[config.mk]
export PLATFORM = sky130hd
export DESIGN_NAME = ro_freq_counter
export DESIGN_NICKNAME = d
export VERILOG_FILES = /design/src/rtl/ro_meas_pkg.sv /design/src/rtl/sync_rise_detect.sv /design/src/rtl/ro_freq_counter.sv
export SDC_FILE = /design/constraint.sdc
export NUM_CORES = 1
export LEC_CHECK = 0
export ABC_AREA = 0
export CAP_MARGIN = 20
export CORE_MARGIN = 1
export CORE_UTILIZATION = 44
export DETAILED_ROUTE_END_ITERATION = 8
export PLACE_DENSITY = 0.68
export RECOVER_POWER = 25
export SLEW_MARGIN = 20
export SYNTH_ARGS = -nofsm -noshare
export SYNTH_HDL_FRONTEND = slang
export SYNTH_SLANG_ARGS = --single-unit
[constraint.sdc]
create_clock -name clk -period 2.2 [get_ports clk]
set_clock_uncertainty 0.1 [all_clocks]
set_input_delay 0.55 -clock clk [delete_from_list [all_inputs] [get_ports clk]]
set_output_delay 0.55 -clock clk [all_outputs]
set_load 0.01 [all_outputs]
[src/rtl/ro_meas_pkg.sv]
// ----------------------------------------------------------------------------
// ro_meas_pkg
// Shared definitions for the ring-oscillator measurement blocks.
//   - meas_state_t : measurement FSM state encoding
//   - DEF_*        : default widths / settle length
//   - cnt_w()      : width needed to hold a down-counter loaded with n-1
// ----------------------------------------------------------------------------
package ro_meas_pkg;

    typedef enum logic [1:0] {
        ST_IDLE    = 2'd0,
        ST_SETTLE  = 2'd1,
        ST_MEASURE = 2'd2,
        ST_DONE    = 2'd3
    } meas_state_t;

    localparam int DEF_COUNT_W       = 16;
    localparam int DEF_GATE_W        = 16;
    localparam int DEF_SETTLE_CYCLES = 8;

    // Width of a counter that must hold values 0 .. n-1 (at least 1 bit).
    function automatic int cnt_w(input int n);
        if (n <= 2) begin
            return 1;
        end
        return $clog2(n);
    endfunction

endpackage

[src/rtl/sync_rise_detect.sv]
// ----------------------------------------------------------------------------
// sync_rise_detect
// Brings an asynchronous level into the clk domain through two flops and
// emits a one-cycle pulse on each synchronized rising transition.
//   clk      : in  1  sampling clock
//   rst_n    : in  1  asynchronous active-low reset (all flops clear to 0)
//   async_in : in  1  asynchronous input level
//   rise     : out 1  one-cycle pulse, 2-3 clk cycles after async_in rises
// Inputs toggling faster than clk/2 alias; nothing here detects that.
// ----------------------------------------------------------------------------
module sync_rise_detect (
    input  logic clk,
    input  logic rst_n,
    input  logic async_in,
    output logic rise
);

    logic sync_1;
    logic sync_2;
    logic history;

    always_ff @(posedge clk or negedge rst_n) begin
        if (!rst_n) begin
            sync_1  <= 1'b0;
            sync_2  <= 1'b0;
            history <= 1'b0;
        end else begin
            sync_1  <= async_in;
            sync_2  <= sync_1;
            history <= sync_2;
        end
    end

    // sync_1 may be metastable; only sync_2 and history feed logic.
    assign rise = sync_2 & ~history;

endmodule

[src/rtl/ro_freq_counter.sv]
// ----------------------------------------------------------------------------
// ro_freq_counter
// Measures a ring oscillator against clk: enable the oscillator, let it
// settle for SETTLE_CYCLES, count its synchronized rising edges over a
// gate window of gate_len clk cycles, then disable it and report.
//
// Parameters:
//   COUNT_W       : width of the edge count result
//   GATE_W        : width of gate_len
//   SETTLE_CYCLES : clk cycles the oscillator runs before counting (>= 1)
// Ports:
//   clk       : in  1        system clock
//   rst_n     : in  1        asynchronous active-low reset
//   start     : in  1        level-sampled request, honoured only in IDLE
//   abort     : in  1        cancel during SETTLE/MEASURE (no done pulse)
//   gate_len  : in  GATE_W   window length, captured on accepted start
//   ro_clk    : in  1        oscillator output, asynchronous to clk
//   ro_en     : out 1        oscillator enable (SETTLE, MEASURE)
//   busy      : out 1        high in SETTLE and MEASURE
//   done      : out 1        one-cycle pulse when count/overflow are new
//   count     : out COUNT_W  last completed result, held until next done
//   overflow  : out 1        last result saturated
//   dbg_state : out 2        current FSM state (meas_state_t encoding)
//
// Request/response: start is a level, accepted on any cycle where the FSM
// is IDLE and start=1; there is no ready signal, busy says a request would be
// ignored. Each accepted start ends in exactly one of: a done pulse (result
// registers updated in that same cycle), an abort, or a reset.
// ----------------------------------------------------------------------------
module ro_freq_counter
    import ro_meas_pkg::*;
#(
    parameter int COUNT_W       = DEF_COUNT_W,
    parameter int GATE_W        = DEF_GATE_W,
    parameter int SETTLE_CYCLES = DEF_SETTLE_CYCLES
) (
    input  logic               clk,
    input  logic               rst_n,
    input  logic               start,
    input  logic               abort,
    input  logic [GATE_W-1:0]  gate_len,
    input  logic               ro_clk,
    output logic               ro_en,
    output logic               busy,
    output logic               done,
    output logic [COUNT_W-1:0] count,
    output logic               overflow,
    output logic [1:0]         dbg_state
);

    localparam int                    SETTLE_W    = cnt_w(SETTLE_CYCLES);
    localparam logic [SETTLE_W-1:0]   SETTLE_LOAD = SETTLE_W'(SETTLE_CYCLES - 1);
    localparam logic [COUNT_W-1:0]    COUNT_MAX   = '1;

    meas_state_t         state;
    meas_state_t         state_next;

    logic [SETTLE_W-1:0] settle_cnt;
    logic [GATE_W-1:0]   gate_cap;
    logic [GATE_W-1:0]   gate_cnt;
    logic [COUNT_W-1:0]  acc;
    logic                acc_ovf;
    logic [COUNT_W-1:0]  acc_next;
    logic                acc_ovf_next;

    logic                edge_p;
    logic                accept;
    logic                load_gate;
    logic                result_ld;

    // ------------------------------------------------------------------
    // Oscillator edge detection
    // ------------------------------------------------------------------
    sync_rise_detect u_sync (
        .clk      (clk),
        .rst_n    (rst_n),
        .async_in (ro_clk),
        .rise     (edge_p)
    );

    // ------------------------------------------------------------------
    // FSM: state register
    // ------------------------------------------------------------------
    always_ff @(posedge clk or negedge rst_n) begin
        if (!rst_n) begin
            state <= ST_IDLE;
        end else begin
            state <= state_next;
        end
    end

    // ------------------------------------------------------------------
    // FSM: next state and control strobes
    // ------------------------------------------------------------------
    always_comb begin
        state_next = state;
        accept     = 1'b0;
        load_gate  = 1'b0;
        result_ld  = 1'b0;
        case (state)
            ST_IDLE: begin
                if (start) begin
                    accept     = 1'b1;
                    state_next = ST_SETTLE;
                end
            end
            ST_SETTLE: begin
                if (abort) begin
                    state_next = ST_IDLE;
                end else if (settle_cnt == '0) begin
                    if (gate_cap == '0) begin
                        // Empty window: report the freshly cleared accumulator.
                        result_ld  = 1'b1;
                        state_next = ST_DONE;
                    end else begin
                        load_gate  = 1'b1;
                        state_next = ST_MEASURE;
                    end
                end
            end
            ST_MEASURE: begin
                // abort wins over gate expiry in the same cycle.
                if (abort) begin
                    state_next = ST_IDLE;
                end else if (gate_cnt == GATE_W'(1)) begin
                    result_ld  = 1'b1;
                    state_next = ST_DONE;
                end
            end
            ST_DONE: begin
                state_next = ST_IDLE;
            end
            default: begin
                state_next = ST_IDLE;
            end
        endcase
    end

    // ------------------------------------------------------------------
    // Saturating accumulator. The value including this cycle's edge is
    // what gets reported, so the last MEASURE cycle's edge is counted.
    // ------------------------------------------------------------------
    always_comb begin
        acc_next     = acc;
        acc_ovf_next = acc_ovf;
        if ((state == ST_MEASURE) && edge_p) begin
            if (acc == COUNT_MAX) begin
                acc_ovf_next = 1'b1;
            end else begin
                acc_next = acc + COUNT_W'(1);
            end
        end
    end

    // ------------------------------------------------------------------
    // Counters and accumulator
    // ------------------------------------------------------------------
    always_ff @(posedge clk or negedge rst_n) begin
        if (!rst_n) begin
            settle_cnt <= '0;
            gate_cap   <= '0;
            gate_cnt   <= '0;
            acc        <= '0;
            acc_ovf    <= 1'b0;
        end else if (accept) begin
            settle_cnt <= SETTLE_LOAD;
            gate_cap   <= gate_len;
            acc        <= '0;
            acc_ovf    <= 1'b0;
        end else begin
            if ((state == ST_SETTLE) && (settle_cnt != '0)) begin
                settle_cnt <= settle_cnt - SETTLE_W'(1);
            end
            if (load_gate) begin
                gate_cnt <= gate_cap;
            end else if (state == ST_MEASURE) begin
                gate_cnt <= gate_cnt - GATE_W'(1);
            end
            acc     <= acc_next;
            acc_ovf <= acc_ovf_next;
        end
    end

    // ------------------------------------------------------------------
    // Result registers: loaded on entry to DONE so they are valid in the
    // cycle done is high; untouched by abort.
    // ------------------------------------------------------------------
    always_ff @(posedge clk or negedge rst_n) begin
        if (!rst_n) begin
            count    <= '0;
            overflow <= 1'b0;
        end else if (result_ld) begin
            count    <= acc_next;
            overflow <= acc_ovf_next;
        end
    end

    // ------------------------------------------------------------------
    // Outputs decoded from the state register (async reset clears them)
    // ------------------------------------------------------------------
    assign busy      = (state == ST_SETTLE) || (state == ST_MEASURE);
    assign ro_en     = busy;
    assign done      = (state == ST_DONE);
    assign dbg_state = state;

endmodule

# Word level (Yosys, flattened, before mapping)
# Index checks and enable logic that the tools add are counted.
[totals] input_bits=21 word_cells=65 reg_bits=74 out_inout_bits=22
[op_classes] bitwise=3 muxes=29 addsub=3 eq_ne=8 reduce_logical=11
[ops] op="$mux W16" count=5
[ops] op="$add A16 B1 Y16 const B" count=1
[ops] op="$eq A16 B1 Y1 const B" count=1
[ops] op="$eq A16 B16 Y1 const B" count=1
[ops] op="$logic_not A16 Y1" count=1
[ops] op="$sub A16 B1 Y16 const B" count=1
[ops] op="$mux W1" count=15
[ops] op="$mux W2" count=5
[ops] op="$pmux W2 S4" count=1
[ops] op="$mux W3" count=2
[ops] op="$ne A3 B3 Y1 const B" count=2
[ops] op="$eq A2 B2 Y1 const B" count=2
[ops] op="$reduce_bool A2 Y1" count=2
[ops] op="$logic_not A3 Y1" count=1
[ops] op="$reduce_and A3 Y1" count=1
[ops] op="$reduce_bool A3 Y1" count=1
[ops] op="$sub A3 B1 Y3 const B" count=1
[ops] op="$eq A2 B1 Y1 const B" count=1
[ops] op="$logic_and A1 B1 Y1" count=2
[ops] op="$logic_not A2 Y1" count=1
[ops] op="$ne A2 B2 Y1 const B" count=1
[ops] op="$not A1 Y1" count=2
[ops] op="$pmux W1 S2" count=1
[ops] op="$reduce_and A2 Y1" count=1
[ops] op="2 further kinds" count=2

# Logic depth before layout (Yosys ltp)
# Gate-level depths: netlist (run 1).
[depth] word_depth=7 mapped_depth=8 mapped_depth_nobuf=7

# By module
# A second synthesis (run 1) with hierarchy kept.
[unflattened] hier_cells=407 hier_area_um2=3870.0
[modules_own_cells] mod="ro_freq_counter" cells_each=403 n_inst=1 seq_area_each_um2=1776.7 area_per_inst_um2=3781.1
[modules_own_cells] mod="sync_rise_detect" cells_each=4 n_inst=1 seq_area_each_um2=75.1 area_per_inst_um2=88.8

# Worst setup path before layout (run 1)
# Ideal clock, no wire load.
[synth_timing] path_kind="register to register" start="register state[0] (netlist: dbg_state[0])" end="register gate_cnt[3]" setup_time_ps=119 arrival_time_ps=1866 path_slack_ps=115 required_ps=1981 synth_period_minus_slack_ps=2085 stages_incl_launch_ff=8 cell_sequence="dfrtp_1 inv_1 ha_1 clkbuf_1 or3b_2 nor3b_1 o211ai_1 o21a_1"
[synth_between] elab_chain_len=4 elab_cells_between_ends=9 cone_classes="2 x eq/ne; 3 x mux; 1 x bitwise; 3 x reduce/logical"
[synth_rtl] item="start: declaration" line="ro_freq_counter.sv:55" rtl="meas_state_t state;"
[synth_rtl] item="start signal: assignment" line="ro_freq_counter.sv:88" rtl="state <= state_next;"
[synth_rtl] item="$eq A2 B1 Y1 / $logic_not A2 Y1 (equally long branches)" line="ro_freq_counter.sv:100" rtl="case (state)"
[synth_rtl] item="$mux W1" line="ro_freq_counter.sv:100"
[synth_rtl] item="$reduce_bool A2 Y1 (no source line) / $not A1 Y1 (equally long branches)"
[synth_rtl] item="$reduce_and A2 Y1 (no source line)"
[synth_rtl] item="end signal: assignment" line="ro_freq_counter.sv:175" rtl="gate_cnt <= gate_cap;"
[synth_rtl] item="end signal: assignment" line="ro_freq_counter.sv:177" rtl="gate_cnt <= gate_cnt - GATE_W'(1);"
[synth_rtl] item="end: declaration" line="ro_freq_counter.sv:60" rtl="logic [GATE_W-1:0] gate_cnt;"
# Parallel ways exist; a longest one is shown, timed or not.
# A chain may end at the register's enable or synchronous reset.

# Worst setup path after layout (run 1)
[layout_timing] start="register state[1] (netlist: dbg_state[1])" end="register gate_cnt[12]"
# Same word-level chain as after synthesis.

==> flow_metrics.env, run 1 <==
export IMPL_status="complete, but fails checks"
export IMPL_violations="capacitance limit, slew limit"
export IMPL_cts_max_level=3
export IMPL_dpl_instance_area_um2=4640
export IMPL_cts_root_buf="clkbuf_8"
export IMPL_place_gp_congestion=0.841
export IMPL_rr_worst_depth=8
export IMPL_ys_flop_type="dfrtp_1"
export IMPL_clock_latency_ns=0.35
export IMPL_timing_hold_ws_ns=0.279
export IMPL_period_share_pct=96.4
export IMPL_cp_required_ns=2.31
export IMPL_ios=43
export IMPL_criticalPathCategory="register to register"
export IMPL_synth_edf_count=0
export IMPL_area_growth_synth_to_final_pct=31.4
export IMPL_finalNonFillerCells=599
export IMPL_pwr_share_clk_pct=23.5
export IMPL_end_kind="register"
export IMPL_vias=3240
export IMPL_setup_viol=0
export IMPL_grt_use_total_pct=22.2
export IMPL_r2r_start="dbg_state[1]"
export IMPL_die_area_um2=8870
export IMPL_holdBufCountCts=0
export IMPL_clk_path_buf_depth=2
export IMPL_postSynth_asyncResetShare_pct=100
export IMPL_dpl_cell_count=581
export IMPL_die_y_um=94.2
export IMPL_pwr_share_seq_pct=42.3
export IMPL_first_global_vias=3222
export IMPL_synth_top_area_share_pct=49.5
export IMPL_min_to="u_sync.sync_2"
export IMPL_antenna_found_initial=0
export IMPL_power_density_nw_per_um2=942
export IMPL_rows=33
export IMPL_clk_pin_slew_ns=0.08
export IMPL_crit_arrival_ns=2.23
export IMPL_worst_pin_slew_ns=1.65
export IMPL_synth_area_um2=3740
export IMPL_drc_errors=0
export IMPL_vias_per_cell=5.41
export IMPL_dp_hpwl_um=6200
export IMPL_coreArea_um2=8220
export IMPL_overflow=0
export IMPL_wire_per_inst_um=14.7
export IMPL_grt_pass1_wl_um=15300
export IMPL_fin_setup_tns_ns=0
export IMPL_slew_violations=75
export IMPL_synth_cell_type_count=52
export IMPL_wl_um=8780
export IMPL_r2r_end="gate_cnt[12]"
export IMPL_cts_sinks=74
export IMPL_drtPass1Iterations=4
export IMPL_die_w_um=94.2
export IMPL_relSlewSlack_pct=-10.1
export IMPL_share_comb_of_total_power_pct=34.3
export IMPL_synth_area_top_cells="dfrtp_1 50%, nand2_1 6.5%, a21oi_1 4.8%, ha_1 3.3%, mux2i_1 3.2%"
export IMPL_power_total_mw=4.63
export IMPL_path_max_fanout=8
export IMPL_power_switching_mw=1.69
export IMPL_yosys_warnings=0
export IMPL_ir_drop_v=0.000541
export IMPL_max_freq_mhz=471
export IMPL_rrSetupSlack_ns=0.08
export IMPL_start_kind="register"
export IMPL_numPortBuffers=42
export IMPL_drive_gt1_share_pct=19.8
export IMPL_synth_area_per_cell_um2=9.37
export IMPL_final_min_clock_period_ns=2.12
export IMPL_postLayoutCoreUtil_pct=59.8
export IMPL_drv_cap=1
export IMPL_hold_violations=0
export IMPL_ant_nets=0
export IMPL_antenna_cells=0
export IMPL_first_iter_violations=147
export IMPL_nets=520
export IMPL_fillers=721
export IMPL_hold_class="register to register"
export IMPL_cts_tree="done"
export IMPL_pre_cts_slack_ns=-0.212
export IMPL_grt_max_degree=75
export IMPL_synth_top_area_cell="dfrtp_1"
export IMPL_ys_seq_elements=74
export IMPL_p_leak_nw=2.28
export IMPL_synth_cells=399
export IMPL_fin_ws_ns=0.0786
export IMPL_p_int_mw=2.94
export IMPL_hold_start="u_sync.sync_1"
export IMPL_ys_seq_area_share_pct=49.5
export IMPL_swShare_pct=36.5
export IMPL_final_area_um2=4910
export IMPL_cts_buffers=9
export IMPL_hold_depth=0
export IMPL_synth_nets=430
export IMPL_start_util_pct=45.5
-- cell type report --
| class | instances | area (um2) | share of cell area [%] |
|---|---|---|---|
| timing repair buffer | 98 | 860 | 17.5 |
| clock buffer | 9 | 124 | 2.52 |
| multi-input combinational | 288 | 1800 | 36.7 |
| clock inverter | 7 | 77.6 | 1.58 |
| inverter | 18 | 67.6 | 1.38 |
| tap | 105 | 131 | 2.67 |
| sequential | 74 | 1850 | 37.7 |
-- per-layer routing --
layer | vias to the layer above | GRT usage [%] | wire length [um]
met1 | 1570 | 30.2 | 4100
met5 | - | 0 | 0
met3 | 17 | 3.16 | 233
met2 | 58 | 35.7 | 4280
li1 | 1595 | - | -
met4 | 0 | 8.08 | 165
-- power by group through the flow --
stage | Sequential (mW) | Clock, mW | Combinational [mW]
finish | 1.96 | 1.09 | 1.59
global route | 2.01 | 1.17 | 1.79
CTS | 1.94 | 1.11 | 1.57
detailed placement | 1.96 | 0 | 1.58
global placement | 1.95 | 0 | 1.53
floorplan | 1.92 | 0 | 0.846
-- worst max path at each step --
| stage | endpoint | cells past startpoint | slack [ns] | start |
|---|---|---|---|---|
| 4_1_cts | count[6] | 9 | 0.006 | gate_cnt[1] |
| 5_1_grt | count[13] | 8 | -0.02 | dbg_state[1] |
| 3_3_place_gp | gate_cnt[8] | 7 | -0.15 | abort |
| 2_1_floorplan | gate_cnt[3] | 7 | 0.12 | dbg_state[0] |
| 6_report | gate_cnt[12] | 8 | 0.08 | dbg_state[1] |
| 3_5_place_dp | gate_cnt[10] | 7 | -0.21 | abort |
-- placed cells by master (no fill, tap or decap), types with 3 or more instances in the layout --
cell type        Yosys  final
a31oi_1             12     12
ha_1                10      6
clkdlybuf4s50_1      0     38
nor4_2               1      3
a21oi_1             36     36
dfrtp_1             74     74
inv_1               18     15
clkbuf_8             0      9
xor2_1               6      6
o2bb2ai_1            3      3
nor4_1               8      6
mux2i_1             12     11
o22ai_1              3      3
nand2_1             65     65
nand3_1             12     12
nor3_1               8      7
buf_4                2     52
xnor2_1              4      4
and3_1               4      4
ha_2                 0      3
nand4_1              9      9
nor2_1              32     32
o21ai_0             20     20
or3_1                4      3
a41oi_1              3      3
inv_2                0      3
buf_12               0      3
-- kinds of logic after synthesis --
family | synth area share (%)
AOI/OAI and AO/OA | 15.2
xor gates and xnor gates | 2.34
adders and majority gates | 3.35
buffers and inverters | 4.05
DFF | 49.5
muxes | 3.51
and+or+nand+nor | 22.0
-- Yosys cell counts (3+ instances only) --
| cell | instances |
|---|---|
| o21ai_0 | 20 |
| dfrtp_1 | 74 |
| nand2_1 | 65 |
| nor3_1 | 8 |
| xnor2_1 | 4 |
| xor2_1 | 6 |
| buf_2 | 3 |
| inv_1 | 18 |
| ha_1 | 10 |
| nand3_1 | 12 |
| nand4_1 | 9 |
| mux2i_1 | 12 |
| and3_1 | 4 |
| clkbuf_1 | 12 |
| nor2_1 | 32 |
| a31oi_1 | 12 |
| o22ai_1 | 3 |
| a21oi_1 | 36 |
| o2bb2ai_1 | 3 |
| nor4_1 | 8 |
| or3_1 | 4 |
| a41oi_1 | 3 |
-- timing repair --
item	4_1_cts	5_1_grt
endpoints found under the setup margin	22	30
resized for setup	6	17
buffers inserted	1	1
pin swaps	1	3
-- critical path, cell delays in order, from the launching register on --
cell       delay, ns
dfrtp_1         0.40
buf_4           0.14
ha_4            0.17
buf_4           0.13
nand4bb_1       0.14
or3_4           0.36
o31a_1          0.28
o21ai_0         0.13
o21ai_0         0.12
-- sequential cells by signal, summed over array words and instances (netlist names) --
| register | count |
|---|---|
| count | 16 |
| gate_cap | 16 |
| gate_cnt | 16 |
| acc_ovf | 1 |
| u_sync.sync_1 | 1 |
| u_sync.sync_2 | 1 |
| settle_cnt | 3 |
| overflow | 1 |
| u_sync.history | 1 |
| dbg_state | 2 |
| acc | 16 |
Note: power is estimated with default switching activity, not from simulation.
==> inputs of run 2 (changes only) <==
--- a/config.mk
+++ b/config.mk
@@ -7,10 +7,12 @@
 export LEC_CHECK = 0
 export ABC_AREA = 0
 export CAP_MARGIN = 20
+export CELL_PAD_IN_SITES_DETAIL_PLACEMENT = 1
+export CELL_PAD_IN_SITES_GLOBAL_PLACEMENT = 2
 export CORE_MARGIN = 1
-export CORE_UTILIZATION = 44
+export CORE_UTILIZATION = 32
 export DETAILED_ROUTE_END_ITERATION = 8
-export PLACE_DENSITY = 0.68
+export PLACE_DENSITY_LB_ADDON = 0.1
 export RECOVER_POWER = 25
 export SLEW_MARGIN = 20
 export SYNTH_ARGS = -nofsm -noshare
==> run 2 against run 1 <==
Net effect:
- the flow now finishes without violations
- first-iteration DRC count decreased by 24%
- hold slack worse by 0.073 ns
- sequential cell count unchanged
- setup slack improved by 0.0097 ns
- maximum frequency rose by 0.46%
- largest cell class is now multi-input combinational cells
==> flow_metrics.env, run 2 (synthesis results as in run 1) <==
export IMPL_die_y_um=110
export IMPL_max_freq_mhz=474
export IMPL_clk_pin_slew_ns=0.06
export IMPL_place_gp_congestion=0.796
export IMPL_overflow=0
export IMPL_coreArea_um2=11400
export IMPL_numPortBuffers=42
export IMPL_power_density_nw_per_um2=1020
export IMPL_first_iter_violations=111
export IMPL_cts_sinks=74
export IMPL_first_global_vias=3340
export IMPL_area_growth_synth_to_final_pct=40.5
export IMPL_cts_max_level=3
export IMPL_cts_tree="done"
export IMPL_status="complete, no violations"
export IMPL_drv_cap=0
export IMPL_multiInputGateArea_um2=1850
export IMPL_final_cell_mix="74 x dfrtp_1, 65 x nand2_1, 63 x buf_4, 37 x clkdlybuf4s50_1, 36 x a21oi_1"
export IMPL_period_share_pct=96.0
export IMPL_critPathBufInv=2
export IMPL_criticalPathCategory="register to output port"
export IMPL_setup_viol=0
export IMPL_hold_violations=0
export IMPL_layout_commonest_cell="dfrtp_1"
export IMPL_cts_buffers=9
export IMPL_crit_arrival_ns=1.46
export IMPL_antenna_found_initial=0
export IMPL_wl_um=10600
export IMPL_crit_chain="inv_1, ha_1, dlygate4sd2_1"
export IMPL_hold_class="input port to async pin"
export IMPL_drtPass1Iterations=4
export IMPL_seqCellArea_um2=1850
export IMPL_slew_violations=0
export IMPL_clock_latency_ns=0.34
export IMPL_power_total_mw=5.38
export IMPL_max_stage_delay_ns=0.38
export IMPL_critPathTopFamily="buffers and inverters"
export IMPL_start_kind="register"
export IMPL_end_kind="output port"
export IMPL_die_w_um=110
export IMPL_dp_hpwl_um=7460
export IMPL_rrSetupSlack_ns=0.09
export IMPL_grt_use_total_pct=19.3
export IMPL_cts_root_buf="clkbuf_16"
export IMPL_ios=43
export IMPL_rows=39
export IMPL_die_area_um2=12100
export IMPL_p_leak_nw=2.43
export IMPL_clk_path_buf_depth=2
export IMPL_postLayoutCoreUtil_pct=46.0
export IMPL_relSlewSlack_pct=43.3
export IMPL_vias_per_cell=5.03
export IMPL_drive_gt1_share_pct=21.5
export IMPL_path_max_fanout=4
export IMPL_antenna_cells=0
export IMPL_ant_nets=0
export IMPL_grt_max_degree=31
export IMPL_final_min_clock_period_ns=2.11
export IMPL_vias=3270
export IMPL_nets=533
export IMPL_ir_drop_v=0.000695
export IMPL_fillers=1320
export IMPL_fin_setup_tns_ns=0
export IMPL_worst_pin_slew_ns=0.851
export IMPL_crit_path_top_delay_cell="dfrtp_1"
export IMPL_start_util_pct=32.7
export IMPL_wire_per_inst_um=16.2
export IMPL_cp_required_ns=1.55
export IMPL_grt_pass1_wl_um=17600
export IMPL_drc_errors=0
==> run 2: worst register-to-register path, delay by kind of cell, from the launching register on <==
kind | cells | cell delay [ns]
simple gates | 2 | 0.53
compound gates | 3 | 0.51
flops | 1 | 0.38
buf+inv | 2 | 0.27
fa+ha+maj | 1 | 0.20
==> run 2: worst paths after layout <==
| path | startpoint | end | depth (start not counted) |
|---|---|---|---|
| max | dbg_state[1] | busy | 3 |
| min | rst_n | settle_cnt[0] | 1 |
| max reg2reg | dbg_state[0] | gate_cnt[12] | 8 |
| min reg2reg | u_sync.sync_1 | u_sync.sync_2 | 0 |
| max in group asynchronous | rst_n | acc[4] | 2 |
| min in group clk | u_sync.sync_1 | u_sync.sync_2 | 0 |
==> run 2: repair_timing <==
action / CTS / global route
buffers inserted: 2 / 4
setup endpoints to repair: 19 / 18
endpoints found under the hold margin: 0 / 0
pin swaps: 0 / 5
resized for setup: 5 / 18
hold buffers: 0 / 0
gates cloned: 0 / 0
==> run 2: cell type report <==
class	count	share of cell area [%]
Multi-Input combinational cell	288	35.3
Sequential cell	74	35.3
Timing Repair Buffer	111	18.7
Clock buffer	10	4.36
Tap cell	143	3.41
Clock inverter	6	1.72
Inverter	18	1.29
==> run 2: per-layer routing <==
metal	wire, um	GRT usage, %	up-vias	part of all wire, %
met4	186	8.08	0	1.8
met2	4620	28.8	48	44
met3	263	3.35	11	2.5
met1	5490	27.4	1590	52
li1	-	-	1621	-
met5	0	0	-	0
==> run 2: stage by stage <==
stage	cells	worst slack [ns]	hold slack (ns)	cell area (um2)
floorplan	399	0.115	0.154	3740
global placement	628	-0.188	0.243	4790
detailed placement	628	-0.196	0.250	4790
CTS	646	0.00896	0.0717	5130
global route	650	-0.0109	0.267	5250
finish	650	0.0884	0.206	5250
==> run 2: report_power, final <==
part | switching, mW | internal (mW)
registers | 0.297 | 1.67
logic | 0.962 | 0.844
clock network | 0.604 | 0.997
